`src/rtl/spec_acc_sequencer.sv`:
```
// Spectral accumulation sequencer: counts range bins/pulses during FFT frames, then runs the POST and PEAK sweeps.
// Optional abort input is enabled by defining SPEC_ACC_SEQ_ABORT_EN.
module spec_acc_sequencer #(
    parameter int N_FFT   = 512,
    parameter int IDX_W   = 10,
    parameter int RB_W    = 5,
    parameter int PULSE_W = 16
) (
    input  logic               clk,
    input  logic               rst,
    input  logic               start,
    input  logic [RB_W-1:0]    num_rb,
    input  logic [PULSE_W-1:0] num_pulse,
    input  logic               fft_valid,
`ifdef SPEC_ACC_SEQ_ABORT_EN
    input  logic               abort,
`endif
    output logic [RB_W-1:0]    range_bin_cnt,
    output logic [IDX_W-1:0]   range_in_cnt,
    output logic               post_process_ctrl,
    output logic               peak_detection_ctrl,
    output logic               busy,
    output logic               run_done,
    output logic               err_overrun
);
    typedef enum logic [2:0] {IDLE, ACCUM, POST, PEAK, DONE} state_t;

    localparam logic [IDX_W-1:0] LAST_IDX = IDX_W'(N_FFT - 1);

    state_t             r_state, w_state_n;
    logic [RB_W-1:0]    r_rb, w_rb_n, r_nrb, w_nrb_n;
    logic [IDX_W-1:0]   r_idx, w_idx_n;
    logic [PULSE_W-1:0] r_pulse, w_pulse_n, r_npl, w_npl_n, w_pinc;
    logic               r_fv, r_err, w_err_n;
    logic               r_post, r_peak, r_busy, r_done;
    logic               w_fend, w_last_rb, w_last_idx;

    assign w_fend     = r_fv & ~fft_valid;
    assign w_last_rb  = (r_rb == r_nrb);
    assign w_last_idx = (r_idx == LAST_IDX);
    assign w_pinc     = r_pulse + PULSE_W'(1);

    always_comb begin
        w_state_n = r_state;
        w_rb_n    = r_rb;
        w_idx_n   = r_idx;
        w_pulse_n = r_pulse;
        w_nrb_n   = r_nrb;
        w_npl_n   = r_npl;
        w_err_n   = r_err;
        case (r_state)
            IDLE: if (start) begin
                w_nrb_n   = (num_rb == '0) ? RB_W'(1) : num_rb;
                w_npl_n   = (num_pulse == '0) ? PULSE_W'(1) : num_pulse;
                w_err_n   = 1'b0;
                w_rb_n    = RB_W'(1);
                w_idx_n   = '0;
                w_pulse_n = '0;
                w_state_n = ACCUM;
            end
            ACCUM: if (w_fend) begin
                if (w_last_rb) begin
                    w_pulse_n = w_pinc;
                    w_rb_n    = RB_W'(1);
                    // Last pulse wins over the bin wrap: jump straight into the sweeps
                    if (w_pinc == r_npl) begin
                        w_idx_n = '0;
                        if (r_nrb >= RB_W'(2)) begin
                            w_rb_n    = RB_W'(2);
                            w_state_n = POST;
                        end else begin
                            w_state_n = DONE;
                        end
                    end
                end else begin
                    w_rb_n = r_rb + RB_W'(1);
                end
            end
            POST, PEAK: begin
                w_idx_n = r_idx + IDX_W'(1);
                if (w_last_idx) begin
                    w_idx_n = '0;
                    if (w_last_rb) begin
                        w_rb_n    = (r_state == POST) ? RB_W'(2) : RB_W'(1);
                        w_state_n = (r_state == POST) ? PEAK : DONE;
                    end else begin
                        w_rb_n = r_rb + RB_W'(1);
                    end
                end
            end
            DONE: begin
                w_rb_n    = RB_W'(1);
                w_idx_n   = '0;
                w_state_n = IDLE;
            end
            default: w_state_n = IDLE;
        endcase
        if (fft_valid && (r_state == POST || r_state == PEAK || r_state == DONE))
            w_err_n = 1'b1;
`ifdef SPEC_ACC_SEQ_ABORT_EN
        // Abort drops back to idle silently; the overrun flag is kept for inspection
        if (abort && r_state != IDLE) begin
            w_state_n = IDLE;
            w_rb_n    = RB_W'(1);
            w_idx_n   = '0;
            w_pulse_n = '0;
        end
`endif
    end

    always_ff @(posedge clk or posedge rst) begin
        if (rst) begin
            r_state <= IDLE;
            r_rb    <= RB_W'(1);
            r_idx   <= '0;
            r_pulse <= '0;
            r_nrb   <= RB_W'(1);
            r_npl   <= PULSE_W'(1);
            r_fv    <= 1'b0;
            r_err   <= 1'b0;
            r_post  <= 1'b0;
            r_peak  <= 1'b0;
            r_busy  <= 1'b0;
            r_done  <= 1'b0;
        end else begin
            r_state <= w_state_n;
            r_rb    <= w_rb_n;
            r_idx   <= w_idx_n;
            r_pulse <= w_pulse_n;
            r_nrb   <= w_nrb_n;
            r_npl   <= w_npl_n;
            r_fv    <= fft_valid;
            r_err   <= w_err_n;
            r_post  <= (w_state_n == POST);
            r_peak  <= (w_state_n == PEAK);
            r_busy  <= (w_state_n != IDLE);
            r_done  <= (w_state_n == DONE);
        end
    end

    assign range_bin_cnt       = r_rb;
    assign range_in_cnt        = r_idx;
    assign post_process_ctrl   = r_post;
    assign peak_detection_ctrl = r_peak;
    assign busy                = r_busy;
    assign run_done            = r_done;
    assign err_overrun         = r_err;
endmodule

```
`config.mk`:
```
export PLATFORM = sky130hd
export DESIGN_NAME = spec_acc_sequencer
export DESIGN_NICKNAME = d
export VERILOG_FILES = /design/src/rtl/spec_acc_sequencer.sv
export SDC_FILE = /design/constraint.sdc
export NUM_CORES = 1
export LEC_CHECK = 0
export ABC_AREA = 0
export CELL_PAD_IN_SITES_DETAIL_PLACEMENT = 1
export CELL_PAD_IN_SITES_GLOBAL_PLACEMENT = 2
export CORE_ASPECT_RATIO = 0.9
export CORE_UTILIZATION = 25
export DETAILED_ROUTE_END_ITERATION = 8
export PLACE_DENSITY = 0.64
export REMOVE_ABC_BUFFERS = 1
export SLEW_MARGIN = 10
export SYNTH_ARGS = -nofsm -noshare
export SYNTH_HDL_FRONTEND = slang
export SYNTH_SLANG_ARGS = --single-unit
```
`constraint.sdc`:
```
create_clock -name clk -period 3 [get_ports clk]
set_input_delay 0.9 -clock clk [delete_from_list [all_inputs] [get_ports clk]]
set_output_delay 0.9 -clock clk [all_outputs]
set_load 0.02 [all_outputs]
```
Yosys cells after proc, flatten, opt, wreduce, memory -nomap -nowiden
Cells that the tools add are included.

storage, ports and cells
  register bits = 61
  output and inout port bits = 20
  word-level logic and storage cells = 83

operators by class
  reductions and logical operators = 17
  eq/ne operators = 15
  mux-type cells = 33
  add/sub/neg operators = 3
  $lt $le $gt $ge = 1
  bitwise operators = 2

operators with widths
  kind                                                                count
  two-way mux 16 bit                                                  4
  two-way mux 10 bit                                                  5
  one-hot mux 10 bit (4 select lines)                                 1
  one-hot mux 16 bit (2 select lines)                                 1
  two-way mux 5 bit                                                   6
  two-way mux 3 bit                                                   8
  one-hot mux 5 bit (4 select lines)                                  1
  adder 16 x 1 -> 16 bit (second input constant)                      1
  == test 16 bit                                                      1
  logical NOT 16 bit                                                  1
  == test 3 x 2 -> 1 bit (second input constant)                      4
  adder 10 x 1 -> 10 bit (second input constant)                      1
  == test 10 x 9 -> 1 bit (second input constant)                     1
  inequality test 2 bit (second input constant)                       5
  one-hot mux 3 bit (3 select lines)                                  1
  AND reduction 4 bit                                                 2
  == test 3 bit (second input constant)                               2
  two-way mux 2 bit                                                   3
  nonzero test 2 bit                                                  3
  adder 5 x 1 -> 5 bit (second input constant)                        1
  == test 5 bit                                                       1
  greater-or-equal comparator 5 x 2 -> 1 bit (second input constant)  1
  logical NOT 5 bit                                                   1
  AND reduction 5 bit                                                 1
  11 further kinds                                                    15

Longest topological paths before layout
Gate-level depths: netlist of the first run.

  word-level depth = 7
  depth in mapped cells = 10

Worst setup path after synthesis of the first run
Ideal clock, no wire load.

  kind = register -> register
  start = reg r_pulse[1]
  end = reg r_idx[3] (netlist: range_in_cnt[3])
  period minus slack after synthesis = 2.569 ns
  slack = 0.431 ns
  cell stages (with the launch flop) = 10
  arrival = 2.448 ns
  required time = 2.879 ns
  buffers on the path = 0
  path through = dfrtp_1 -> ha_1 -> nand4_1 -> nor4_1 -> xnor2_1 -> nand4b_1 -> nor4_4 -> nand2b_4 -> nand2_4 -> a22o_1

between the ends
  word-level cells in the longest chain between the ends = 4

ends and longest elaborated chain
  element                                 line  RTL
  start: declaration                      33    logic [PULSE_W-1:0] r_pulse, w_pulse_n, r_npl, w_npl_n, w_pinc;
  start signal: assignment                129   r_pulse <= w_pulse_n;
  adder 16 x 1 -> 16 bit                  41    assign w_pinc = r_pulse + PULSE_W'(1);
  == test 16 bit                          66    if (w_pinc == r_npl) begin
  inequality test 2 bit (no source line)  -
  AND reduction 5 bit (no source line)    -
  end signal: assignment                  128   r_idx <= w_idx_n;
  end: declaration                        32    logic [IDX_W-1:0] r_idx, w_idx_n;

No other way between the ends.
A chain may end at the register's enable or synchronous reset.

Final worst setup path of the first run
  start = reg r_pulse[4]
  end = reg r_busy (netlist: busy)

between the ends
  word-level cells in the longest chain between the ends = 7

ends and longest elaborated chain
  element                             line  RTL
  adder 16 x 1 -> 16 bit              41
  == test 16 bit                      66
  two-way mux 3 bit                   66
  two-way mux 3 bit                   62    if (w_last_rb) begin
  two-way mux 3 bit                   61    ACCUM: if (w_fend) begin
  one-hot mux 3 bit (3 select lines)  51    case (r_state)
  nonzero test 3 bit                  136   r_busy <= (w_state_n != IDLE);
  end signal: assignment              136
  end: declaration                    35    logic r_post, r_peak, r_busy, r_done;

No other way between the ends.

==> impl_metrics.prom, run 1 <==
# TYPE chip_impl_metric gauge
chip_impl_metric{name="minimum_hold_slack",unit="ns"} 0.5030
chip_impl_metric{name="asyncSetResetFlopFracSynth",unit="%"} 100.0
chip_impl_metric{name="number_of_antenna_violations_at_the_first_check_in_global_routing",unit=""} 0
chip_impl_metric{name="clock_latency_reported_for_the_late_side_of_the_worst_skew_pair",unit="ns"} 0.33
chip_impl_metric{name="syn-instance-count",unit=""} 370
chip_impl_metric{name="drt_pre_antenna_iters",unit=""} 4
chip_impl_metric{name="synth.distinct_cells",unit=""} 64
chip_impl_metric{name="worst_clock_skew",unit="ns"} 0.007148
chip_impl_metric{name="postLayoutSetupSlackWorst",unit="ns"} 0.1942
chip_impl_metric{name="timing.final.setup_violations",unit=""} 0
chip_impl_metric{name="grt_start_max_net_pins",unit=""} 62
chip_impl_metric{name="final-hold-violation-count",unit=""} 0
chip_impl_metric{name="vias_per_cell",unit=""} 4.890
chip_impl_metric{name="grt.overflow.total",unit=""} 0
chip_impl_metric{name="worst_pin_slew",unit="ns"} 0.6568
chip_impl_info{name="status",value="finished clean"} 1
chip_impl_info{name="hold_path.class",value="register to register"} 1
chip_impl_metric{name="critPathMaxFanout",unit=""} 11
chip_impl_metric{name="place_area",unit="um2"} 4350
chip_impl_metric{name="antenna_cells_inserted",unit=""} 0
chip_impl_info{name="synth.largest_area_cell",value="sky130_fd_sc_hd__dfrtp_1"} 1
chip_impl_info{name="tritoncts",value="built"} 1
chip_impl_metric{name="dieHeight",unit="um"} 115.4
chip_impl_metric{name="num-nets-final",unit=""} 458
chip_impl_metric{name="powerDensity",unit="nW/um2"} 700.9
chip_impl_metric{name="routed_wl",unit="mm"} 10.36
chip_impl_metric{name="post-route-period-util",unit="%"} 93.53
chip_impl_metric{name="floorplan.initialDensity",unit="%"} 25.58
chip_impl_metric{name="clk_pin_slew_worst_paths",unit="ns"} 0.06
chip_impl_metric{name="port_buffers",unit=""} 44
chip_impl_metric{name="cts_htree_levels",unit=""} 3
chip_impl_info{name="cts-root-buf",value="sky130_fd_sc_hd__clkbuf_16"} 1
chip_impl_metric{name="cts_hold_buffers",unit=""} 0
chip_impl_metric{name="rows",unit=""} 41
chip_impl_metric{name="final.min_clock_period",unit="ns"} 2.806
chip_impl_metric{name="drv.max_cap_violation_count",unit=""} 0
chip_impl_metric{name="yosysWarnings",unit=""} 0
chip_impl_metric{name="drtAntennaViolNets",unit=""} 0
chip_impl_metric{name="grt.total_usage",unit="%"} 15.28
chip_impl_info{name="synth_flop_cell",value="sky130_fd_sc_hd__dfrtp_1"} 1
chip_impl_metric{name="drt_iter0_drc",unit=""} 157
chip_impl_metric{name="cp_data_required_time",unit="ns"} 3.21
chip_impl_metric{name="synth_area",unit="um2"} 3570
chip_impl_metric{name="first_global_vias",unit=""} 3059
chip_impl_metric{name="drive_gt1_share",unit="%"} 21.61
chip_impl_metric{name="post_layout_nonfiller_instances",unit=""} 628
chip_impl_metric{name="numClockSinks",unit=""} 61
chip_impl_metric{name="hpwl",unit="mm"} 7.617
chip_impl_info{name="path_class",value="register to register"} 1
chip_impl_metric{name="number_of_register_bits_inferred_by_synthesis",unit=""} 61
chip_impl_info{name="netlist_top_cells_area",value="sky130_fd_sc_hd__dfrtp_1 41%, sky130_fd_sc_hd__mux2_2 6.0%, sky130_fd_sc_hd__xnor2_1 5.2%"} 1
chip_impl_metric{name="dr_wl_cell",unit="um"} 16.50
chip_impl_metric{name="yosys.area.top_type_share",unit="%"} 40.66
chip_impl_metric{name="post-place-ws",unit="ns"} 0.1098
chip_impl_metric{name="num_io_pins",unit=""} 45
chip_impl_metric{name="timing.critical_path.arrival",unit="ns"} 3.02
chip_impl_metric{name="timing.slew.headroom",unit="%"} 55.81
chip_impl_metric{name="dp.cells",unit=""} 610
chip_impl_info{name="synth_top_cells_by_count",value="58 x sky130_fd_sc_hd__dfrtp_1, 37 x sky130_fd_sc_hd__nor2_1, 30 x sky130_fd_sc_hd__nand2_1, 24 x sky130_fd_sc_hd__o21ai_0, 21 x sky130_fd_sc_hd__xnor2_1"} 1
chip_impl_metric{name="leakagePower",unit="nW"} 1.845
chip_impl_metric{name="clk_path_buf_depth",unit=""} 2
chip_impl_metric{name="die-area",unit="um2"} 14760
chip_impl_metric{name="detailroute.via_count",unit=""} 3071
chip_impl_metric{name="die_x",unit="um"} 128.0
chip_impl_metric{name="route.detailed.drc",unit=""} 0
chip_impl_info{name="end_kind",value="register"} 1
chip_impl_metric{name="grt_pass1_wl",unit="mm"} 17.26
chip_impl_metric{name="finalWeightedCongestion",unit=""} 0.7612
chip_impl_metric{name="cts_made_buffers",unit=""} 9
chip_impl_info{name="startpoint_types",value="register"} 1
chip_impl_metric{name="worst_ir_drop_vdd",unit="uV"} 246.9
chip_impl_metric{name="design_area",unit="um2"} 4668
chip_impl_metric{name="core",unit="um2"} 13950
chip_impl_metric{name="avg_cell_area_syn",unit="um2"} 9.648
chip_impl_metric{name="synth_enable_flop_cells",unit=""} 0
chip_impl_metric{name="synthToLayoutAreaGrowth",unit="%"} 30.77
chip_impl_metric{name="maxSlewViolCount",unit=""} 0
chip_impl_metric{name="finalSetupTns",unit="ns"} 0
chip_impl_info{name="count_leader_synth",value="sky130_fd_sc_hd__dfrtp_1"} 1
chip_impl_metric{name="max_clock_freq",unit="MHz"} 356.4
chip_impl_metric{name="synth.yosys.seq_area_share",unit="%"} 42.87
## per-stage QoR
step | power (W) | utilization (%)
finish | 0.003272 | 33.46
global route | 0.003487 | 33.46
CTS | 0.003319 | 33.18
detailed placement | 0.002314 | 31.18
global placement | 0.002283 | 31.18
floorplan | 0.001895 | -
## power by group
| part | switching (W) | internal (W) |
|---|---|---|
| Combinational | 0.000465 | 0.000513 |
| Sequential | 0.000267 | 0.00105 |
| Clock | 0.000375 | 0.000599 |
| Total | 0.00111 | 0.00216 |
## critical path: stages, from the launching register on
cell and delay, ns:
sky130_fd_sc_hd__dfrtp_1 0.58, sky130_fd_sc_hd__nand4_1 0.31, sky130_fd_sc_hd__nor3_4 0.29, sky130_fd_sc_hd__buf_4 0.15
sky130_fd_sc_hd__xnor2_1 0.14, sky130_fd_sc_hd__o2111ai_1 0.18, sky130_fd_sc_hd__nor4_4 0.46, sky130_fd_sc_hd__nand3_1 0.13
sky130_fd_sc_hd__a2111o_1 0.44
## path summary, 6_finish.rpt
kind | start | end | slack [ns] | cells after the start
min in group asynchronous | rst | err_overrun | 0.96 | 3
max in group asynchronous | rst | r_nrb[0] | 1.72 | 3
max reg2reg | r_pulse[4] | busy | 0.19 | 8
min reg2reg | r_pulse[15] | r_pulse[15] | 0.50 | 1
max | r_pulse[4] | busy | 0.19 | 8
min | r_pulse[15] | r_pulse[15] | 0.50 | 1
## final cells by class
cell class	instances	area, um2
Inverter	3	11.26
Timing Repair Buffer	72	663.1
Fill cell	1618	9285
Clock inverter	4	22.52
Sequential cell	61	1533
Clock buffer	12	256.5
Tap cell	193	241.5
Multi-Input combinational cell	283	1941
## flip-flops by register name, indices dropped and copies added (netlist names)
name and cells:
r_state 3, r_npl 16, r_pulse 16, range_bin_cnt 5, peak_detection_ctrl 1, r_nrb 5
r_fv 1, post_process_ctrl 1, range_in_cnt 10, err_overrun 1, run_done 1, busy 1
## per-layer routing
metal / global-route usage, % / share of wire, %
met1: 23.75 / 53
met2: 20.40 / 40
met3: 3.211 / 5.3
met4: 5.255 / 1.6
met5: 0 / 0
## cell families after synthesis
| kind of cell | Yosys count | share of synthesized area [%] |
|---|---|---|
| AO/OA/AOI/OAI | 78 | 15.11 |
| adder cells (fa/ha/maj) | 3 | 1.052 |
| buffers and inverters | 26 | 3.505 |
| flip-flops | 61 | 42.87 |
| AND/OR/NAND/NOR | 149 | 23.06 |
| XOR/XNOR | 32 | 7.851 |
| multiplexers | 21 | 6.555 |
## cell usage in the layout (no fill, tap or decap), types with 6 or more instances in the layout
cell type	netlist	final
sky130_fd_sc_hd__dfrtp_1	58	56
sky130_fd_sc_hd__clkdlybuf4s50_1	0	44
sky130_fd_sc_hd__nor2_1	37	37
sky130_fd_sc_hd__nand2_1	30	30
sky130_fd_sc_hd__buf_4	0	27
sky130_fd_sc_hd__o21ai_0	24	24
sky130_fd_sc_hd__xnor2_1	21	20
sky130_fd_sc_hd__mux2_2	19	19
sky130_fd_sc_hd__a21oi_1	13	13
sky130_fd_sc_hd__nand3_1	11	11
sky130_fd_sc_hd__xor2_1	11	11
sky130_fd_sc_hd__nor4_1	12	11
sky130_fd_sc_hd__nand4_1	9	9
sky130_fd_sc_hd__clkbuf_16	0	9
sky130_fd_sc_hd__nor3_1	7	6
sky130_fd_sc_hd__a22o_1	6	6
## timing repair
| action | CTS | global route |
|---|---|---|
| buffers inserted | 0 | 2 |
| resized for setup | 0 | 6 |
| setup endpoints to repair | 0 | 10 |
Note: power is estimated with default switching activity, not from simulation.
==> inputs of run 2 (changes only) <==
==> constraint.sdc (replaced) <==
create_clock -name clk -period 3.45 [get_ports clk]
set_input_delay 1.035 -clock clk [delete_from_list [all_inputs] [get_ports clk]]
set_output_delay 1.035 -clock clk [all_outputs]
set_load 0.02 [all_outputs]
==> run 2 against run 1 <==
- setup slack better by 0.33 ns
- maximum frequency down 4.2%
- total power down 5.4%
- routed wire length down 0.83%
- global-route usage down 0.24 points
- critical endpoint unchanged
- largest cell class unchanged
==> impl_metrics.prom, run 2 (synthesis gave the netlist of run 1 again) <==
# TYPE chip_impl_metric gauge
chip_impl_metric{name="drt_pre_antenna_iters",unit=""} 4
chip_impl_metric{name="place_area",unit="um2"} 4260
chip_impl_metric{name="layout.filler_cells",unit=""} 1620
chip_impl_metric{name="detailroute.via_count",unit=""} 2973
chip_impl_metric{name="vias_per_cell",unit=""} 4.850
chip_impl_metric{name="drv.max_cap_violation_count",unit=""} 0
chip_impl_info{name="hold_path_end",value="r_pulse[15]"} 1
chip_impl_metric{name="antenna_cells_inserted",unit=""} 0
chip_impl_metric{name="timing.critical_path.arrival",unit="ns"} 3.14
chip_impl_metric{name="maxSlewViolCount",unit=""} 0
chip_impl_metric{name="route.detailed.drc",unit=""} 0
chip_impl_metric{name="r2r.worst_path.cells",unit=""} 9
chip_impl_metric{name="cts_made_buffers",unit=""} 9
chip_impl_metric{name="numClockSinks",unit=""} 61
chip_impl_metric{name="grt.total_usage",unit="%"} 15.04
chip_impl_info{name="path_class",value="register to register"} 1
chip_impl_metric{name="worst_ir_drop_vdd",unit="uV"} 238.6
chip_impl_metric{name="post-cts-setup-buffers",unit=""} 0
chip_impl_metric{name="clock_latency_reported_for_the_late_side_of_the_worst_skew_pair",unit="ns"} 0.34
chip_impl_info{name="status",value="finished clean"} 1
chip_impl_metric{name="critPathMaxFanout",unit=""} 8
chip_impl_metric{name="drtAntennaViolNets",unit=""} 0
chip_impl_info{name="grt_setup_unrepaired",value="false"} 1
chip_impl_info{name="end_kind",value="register"} 1
chip_impl_info{name="hold_path.class",value="register to register"} 1
chip_impl_metric{name="design_area",unit="um2"} 4623
chip_impl_metric{name="die_x",unit="um"} 128.0
chip_impl_metric{name="utilization_after_layout",unit="%"} 33.13
chip_impl_metric{name="drt_iter0_drc",unit=""} 157
chip_impl_metric{name="dr_wl_cell",unit="um"} 16.77
chip_impl_info{name="cp-startpoint",value="r_pulse[0]"} 1
chip_impl_info{name="timing.rr.start",value="r_pulse[0]"} 1
chip_impl_metric{name="first_global_vias",unit=""} 3011
chip_impl_metric{name="rows",unit=""} 41
chip_impl_metric{name="timing.final.setup_violations",unit=""} 0
chip_impl_metric{name="dieHeight",unit="um"} 115.4
chip_impl_metric{name="final-hold-violation-count",unit=""} 0
chip_impl_metric{name="cts_htree_levels",unit=""} 3
chip_impl_metric{name="grt_start_max_net_pins",unit=""} 33
chip_impl_metric{name="grt.overflow.total",unit=""} 0
chip_impl_metric{name="floorplan.initialDensity",unit="%"} 25.58
chip_impl_metric{name="grt_pass1_wl",unit="mm"} 16.71
chip_impl_metric{name="timing.slew.headroom",unit="%"} 55.64
chip_impl_metric{name="regToRegSetupSlack",unit="ns"} 0.52
chip_impl_metric{name="post_cts_repair_resize_count",unit=""} 0
chip_impl_metric{name="number_of_antenna_violations_at_the_first_check_in_global_routing",unit=""} 0
chip_impl_info{name="mostFrequentLayoutCells",value="58 x sky130_fd_sc_hd__dfrtp_1, 44 x sky130_fd_sc_hd__clkdlybuf4s50_1, 37 x sky130_fd_sc_hd__nor2_1"} 1
chip_impl_metric{name="clk_pin_slew_worst_paths",unit="ns"} 0.06
chip_impl_metric{name="core",unit="um2"} 13950
chip_impl_info{name="cts-root-buf",value="sky130_fd_sc_hd__clkbuf_16"} 1
chip_impl_info{name="tritoncts",value="built"} 1
chip_impl_metric{name="cp_data_required_time",unit="ns"} 3.66
chip_impl_metric{name="finalWeightedCongestion",unit=""} 0.7597
chip_impl_metric{name="leakagePower",unit="nW"} 1.793
chip_impl_metric{name="post-route-period-util",unit="%"} 84.92
chip_impl_metric{name="num_io_pins",unit=""} 45
chip_impl_metric{name="worst_pin_slew",unit="ns"} 0.6644
chip_impl_metric{name="final.min_clock_period",unit="ns"} 2.930
chip_impl_info{name="r2r-end",value="busy"} 1
chip_impl_metric{name="hpwl",unit="mm"} 7.594
chip_impl_metric{name="num-nets-final",unit=""} 444
chip_impl_metric{name="routed_wl",unit="mm"} 10.28
chip_impl_metric{name="die-area",unit="um2"} 14760
chip_impl_metric{name="timing.hold.worst_path_depth",unit=""} 1
chip_impl_info{name="hold_path.startpoint",value="r_pulse[15]"} 1
chip_impl_metric{name="drive_gt1_share",unit="%"} 17.62
chip_impl_metric{name="port_buffers",unit=""} 44
chip_impl_metric{name="synthToLayoutAreaGrowth",unit="%"} 29.51
chip_impl_metric{name="cts_hold_buffers",unit=""} 0
chip_impl_metric{name="finalSetupTns",unit="ns"} 0
chip_impl_metric{name="powerDensity",unit="nW/um2"} 669.7
chip_impl_metric{name="worst_clock_skew",unit="ns"} 0.01232
chip_impl_metric{name="clk_path_buf_depth",unit=""} 2
chip_impl_info{name="startpoint_types",value="register"} 1
chip_impl_metric{name="max_clock_freq",unit="MHz"} 341.3
chip_impl_info{name="layout.cells.most_common",value="sky130_fd_sc_hd__dfrtp_1"} 1
[run 2: worst max-delay path by stage]
stage | depth (start not counted) | endpoint
floorplan | 5 | r_pulse[15]
detailed placement | 7 | r_pulse[4]
global placement | 7 | r_pulse[4]
global route | 8 | range_in_cnt[3]
finish | 9 | busy
CTS | 9 | busy
[run 2: final cells by class]
cell class | instances | area [um2] | share of cell area, %
repair buffers | 58 | 558.0 | 12.07
multi-input cells | 283 | 1919 | 41.52
flip-flops and latches | 61 | 1530 | 33.10
inverters | 3 | 11.26 | 0.2436
clock inverters | 4 | 120.1 | 2.598
well taps | 193 | 241.5 | 5.223
clock buffers | 11 | 242.7 | 5.250
[run 2: critical path, cell delays in order (launching register included)]
cell	delay, ns
sky130_fd_sc_hd__dfrtp_1	0.49
sky130_fd_sc_hd__ha_1	0.32
sky130_fd_sc_hd__and4_1	0.35
sky130_fd_sc_hd__a21oi_1	0.12
sky130_fd_sc_hd__or3_1	0.37
sky130_fd_sc_hd__a31oi_2	0.28
sky130_fd_sc_hd__nor4_4	0.10
sky130_fd_sc_hd__a32oi_1	0.28
sky130_fd_sc_hd__nor2_1	0.10
sky130_fd_sc_hd__a2111o_1	0.41
[run 2: layer usage]
metal | wire length [um] | track usage [%] | up-vias
li1 | - | - | 1446
met1 | 5546 | 22.51 | 1458
met2 | 4273 | 20.91 | 59
met3 | 330 | 3.118 | 10
met4 | 128 | 5.725 | 0
met5 | 0 | 0 | -
[run 2: stage by stage]
stage	cells	hold WS [ns]	setup slack (ns)	total power, W
final	613	0.5026	0.5203	0.003096
after global routing	613	0.5315	0.2715	0.003276
after CTS	613	0.5068	0.5101	0.003138
after detailed placement	598	0.5005	0.3880	0.001998
after global placement	598	0.4828	0.4124	0.001985
after floorplan	347	0.4705	-0.7471	0.001648
[run 2: power by group]
part | switching, W | total (W) | internal (W)
Sequential | 0.000236 | 0.00115 | 0.000914
Combinational | 0.000393 | 0.000828 | 0.000435
Clock | 0.000324 | 0.00112 | 0.000794
==> inputs of run 3 (changes only) <==
==> constraint.sdc (replaced) <==
create_clock -name clk -period 2.7 [get_ports clk]
set_input_delay 0.81 -clock clk [delete_from_list [all_inputs] [get_ports clk]]
set_output_delay 0.81 -clock clk [all_outputs]
set_load 0.02 [all_outputs]
==> run 3 against run 2 <==
- clock power grew 13%
- sequential cell count is the same
- sequential power grew 27%
- the flow now finishes with violations (negative setup slack)
- total power grew 27%
- die area is the same
- count of clock-buffer cells in the layout is the same
- critical path depth is the same
- sequential share of layout area shrank 2.4 points
- hold slack gained 0.023 ns
- highest routed layer unchanged
==> impl_metrics.prom, run 3 (synthesis gave the netlist of run 1 again) <==
# TYPE chip_impl_metric gauge
chip_impl_info{name="status",value="finished with violations"} 1
chip_impl_info{name="violations",value="negative setup slack"} 1
chip_impl_info{name="path_class",value="register to register"} 1
chip_impl_metric{name="dr_wl_cell",unit="um"} 16.37
chip_impl_metric{name="cts_made_buffers",unit=""} 9
chip_impl_metric{name="postLayoutSetupSlackWorst",unit="ns"} -0.1095
chip_impl_metric{name="cp_data_required_time",unit="ns"} 2.92
chip_impl_metric{name="port_buffers",unit=""} 44
chip_impl_metric{name="worst_pin_slew",unit="ns"} 0.6400
chip_impl_metric{name="timing.final.setup_violations",unit=""} 12
chip_impl_metric{name="dp.cells",unit=""} 633
chip_impl_metric{name="leakagePower",unit="nW"} 1.980
chip_impl_metric{name="numClockSinks",unit=""} 61
chip_impl_metric{name="max_clock_freq",unit="MHz"} 355.9
chip_impl_metric{name="hpwl",unit="mm"} 8.036
chip_impl_info{name="layout.cells.most_common",value="sky130_fd_sc_hd__dfrtp_1"} 1
chip_impl_metric{name="clock_latency_reported_for_the_late_side_of_the_worst_skew_pair",unit="ns"} 0.34
chip_impl_info{name="cts-root-buf",value="sky130_fd_sc_hd__clkbuf_16"} 1
chip_impl_metric{name="vias_per_cell",unit=""} 4.799
chip_impl_info{name="end_kind",value="register"} 1
chip_impl_metric{name="critPathMaxFanout",unit=""} 5
chip_impl_metric{name="timing.slew.headroom",unit="%"} 56.94
chip_impl_info{name="grt_setup_unrepaired",value="true"} 1
chip_impl_metric{name="synthToLayoutAreaGrowth",unit="%"} 39.64
chip_impl_metric{name="clk_pin_slew_worst_paths",unit="ns"} 0.06
chip_impl_metric{name="worst_clock_skew",unit="ns"} 0.009134
chip_impl_metric{name="drtAntennaViolNets",unit=""} 0
chip_impl_metric{name="routed_wl",unit="mm"} 10.66
chip_impl_metric{name="drt_pre_antenna_iters",unit=""} 4
chip_impl_metric{name="num-nets-final",unit=""} 481
chip_impl_metric{name="timing.critical_path.arrival",unit="ns"} 3.03
chip_impl_info{name="startpoint_types",value="register"} 1
chip_impl_metric{name="maxSlewViolCount",unit=""} 0
chip_impl_metric{name="post_layout_nonfiller_instances",unit=""} 651
chip_impl_metric{name="finalWeightedCongestion",unit=""} 0.7873
chip_impl_metric{name="powerDensity",unit="nW/um2"} 787.5
chip_impl_metric{name="floorplan.initialDensity",unit="%"} 25.58
chip_impl_metric{name="grt.total_usage",unit="%"} 15.77
chip_impl_metric{name="dieHeight",unit="um"} 115.4
chip_impl_metric{name="clk_path_buf_depth",unit=""} 2
chip_impl_info{name="mostFrequentLayoutCells",value="58 x sky130_fd_sc_hd__dfrtp_1, 48 x sky130_fd_sc_hd__buf_4, 44 x sky130_fd_sc_hd__clkdlybuf4s50_1"} 1
chip_impl_metric{name="post-route-period-util",unit="%"} 104.1
chip_impl_metric{name="num_io_pins",unit=""} 45
chip_impl_metric{name="die_x",unit="um"} 128.0
chip_impl_metric{name="number_of_antenna_violations_at_the_first_check_in_global_routing",unit=""} 0
chip_impl_metric{name="cts_hold_buffers",unit=""} 0
chip_impl_metric{name="die-area",unit="um2"} 14760
chip_impl_info{name="tritoncts",value="built"} 1
chip_impl_metric{name="cts_htree_levels",unit=""} 3
chip_impl_metric{name="first_global_vias",unit=""} 3261
chip_impl_metric{name="finalSetupTns",unit="ns"} -0.6979
chip_impl_metric{name="drv.max_cap_violation_count",unit=""} 0
chip_impl_metric{name="grt.overflow.total",unit=""} 0
chip_impl_metric{name="core",unit="um2"} 13950
chip_impl_metric{name="utilization_after_layout",unit="%"} 35.72
chip_impl_metric{name="antenna_cells_inserted",unit=""} 0
chip_impl_metric{name="drive_gt1_share",unit="%"} 27.07
chip_impl_info{name="hold_path.class",value="register to register"} 1
chip_impl_metric{name="final-hold-violation-count",unit=""} 0
chip_impl_metric{name="detailroute.via_count",unit=""} 3124
chip_impl_metric{name="final.min_clock_period",unit="ns"} 2.810
chip_impl_metric{name="grt_pass1_wl",unit="mm"} 17.68
chip_impl_metric{name="grt_start_max_net_pins",unit=""} 46
chip_impl_metric{name="drt_iter0_drc",unit=""} 124
chip_impl_metric{name="route.detailed.drc",unit=""} 0
chip_impl_metric{name="rows",unit=""} 41
chip_impl_metric{name="worst_ir_drop_vdd",unit="uV"} 314.9
chip_impl_metric{name="layout.filler_cells",unit=""} 1615
## run 3: worst paths after layout
kind / endpoint / depth (start not counted) / slack (ns) / startpoint
min: r_nrb[0] / 2 / 0.53 / r_nrb[0]
min in group asynchronous: r_npl[8] / 2 / 0.78 / rst
max reg2reg: range_in_cnt[3] / 9 / -0.11 / r_pulse[15]
max in group asynchronous: r_nrb[0] / 3 / 1.28 / rst
max: range_in_cnt[3] / 9 / -0.11 / r_pulse[15]
min reg2reg: r_nrb[0] / 2 / 0.53 / r_nrb[0]
## run 3: critical path: stages (launching register included)
cell,delay (ns)
sky130_fd_sc_hd__dfrtp_1,0.42
sky130_fd_sc_hd__xnor2_2,0.20
sky130_fd_sc_hd__or3b_4,0.42
sky130_fd_sc_hd__a2111oi_4,0.34
sky130_fd_sc_hd__nand4b_1,0.21
sky130_fd_sc_hd__buf_4,0.19
sky130_fd_sc_hd__nor4_4,0.39
sky130_fd_sc_hd__nand2b_4,0.23
sky130_fd_sc_hd__nand2_4,0.07
sky130_fd_sc_hd__a22o_1,0.22
## run 3: metrics by stage
step	setup slack (ns)	hold slack (ns)	area (um2)	power [W]
6_report	-0.1095	0.5252	4985	0.003925
5_1_grt	-0.2057	0.5415	4985	0.004160
4_1_cts	0.003441	0.5113	4877	0.003915
3_5_place_dp	-0.06827	0.4964	4536	0.002613
3_3_place_gp	-0.003407	0.4839	4536	0.002581
2_1_floorplan	-1.272	0.4705	3456	0.002105
## run 3: what timing repair did
action / in CTS / in global routing
setup endpoints to repair: 8 / 16
pin swaps: 1 / 14
resized for setup: 3 / 15
setup buffers: 0 / 2
## run 3: report_power, final
part / internal, W / switching [W] / leakage (nW)
clock network: 0.000834 / 0.000432 / 0.152
registers: 0.00117 / 0.000294 / 0.777
logic: 0.000636 / 0.000561 / 1.05
total: 0.00264 / 0.00129 / 1.98
## run 3: metal layers
layer	vias up	track usage, %	wire length [um]
met1	1551	23.20	5735
li1	1519	-	-
met3	10	3.490	355
met4	0	4.471	119
met2	44	23.01	4446
met5	-	0	0
## run 3: final cells by class
class	count	area (um2)	share of cell area [%]
multi-input cells	283	2019	40.51
flip-flops and latches	61	1530	30.70
repair buffers	95	855.8	17.17
clock buffers	11	242.7	4.869
well taps	193	241.5	4.844
clock inverters	5	83.83	1.682
inverters	3	11.26	0.2259
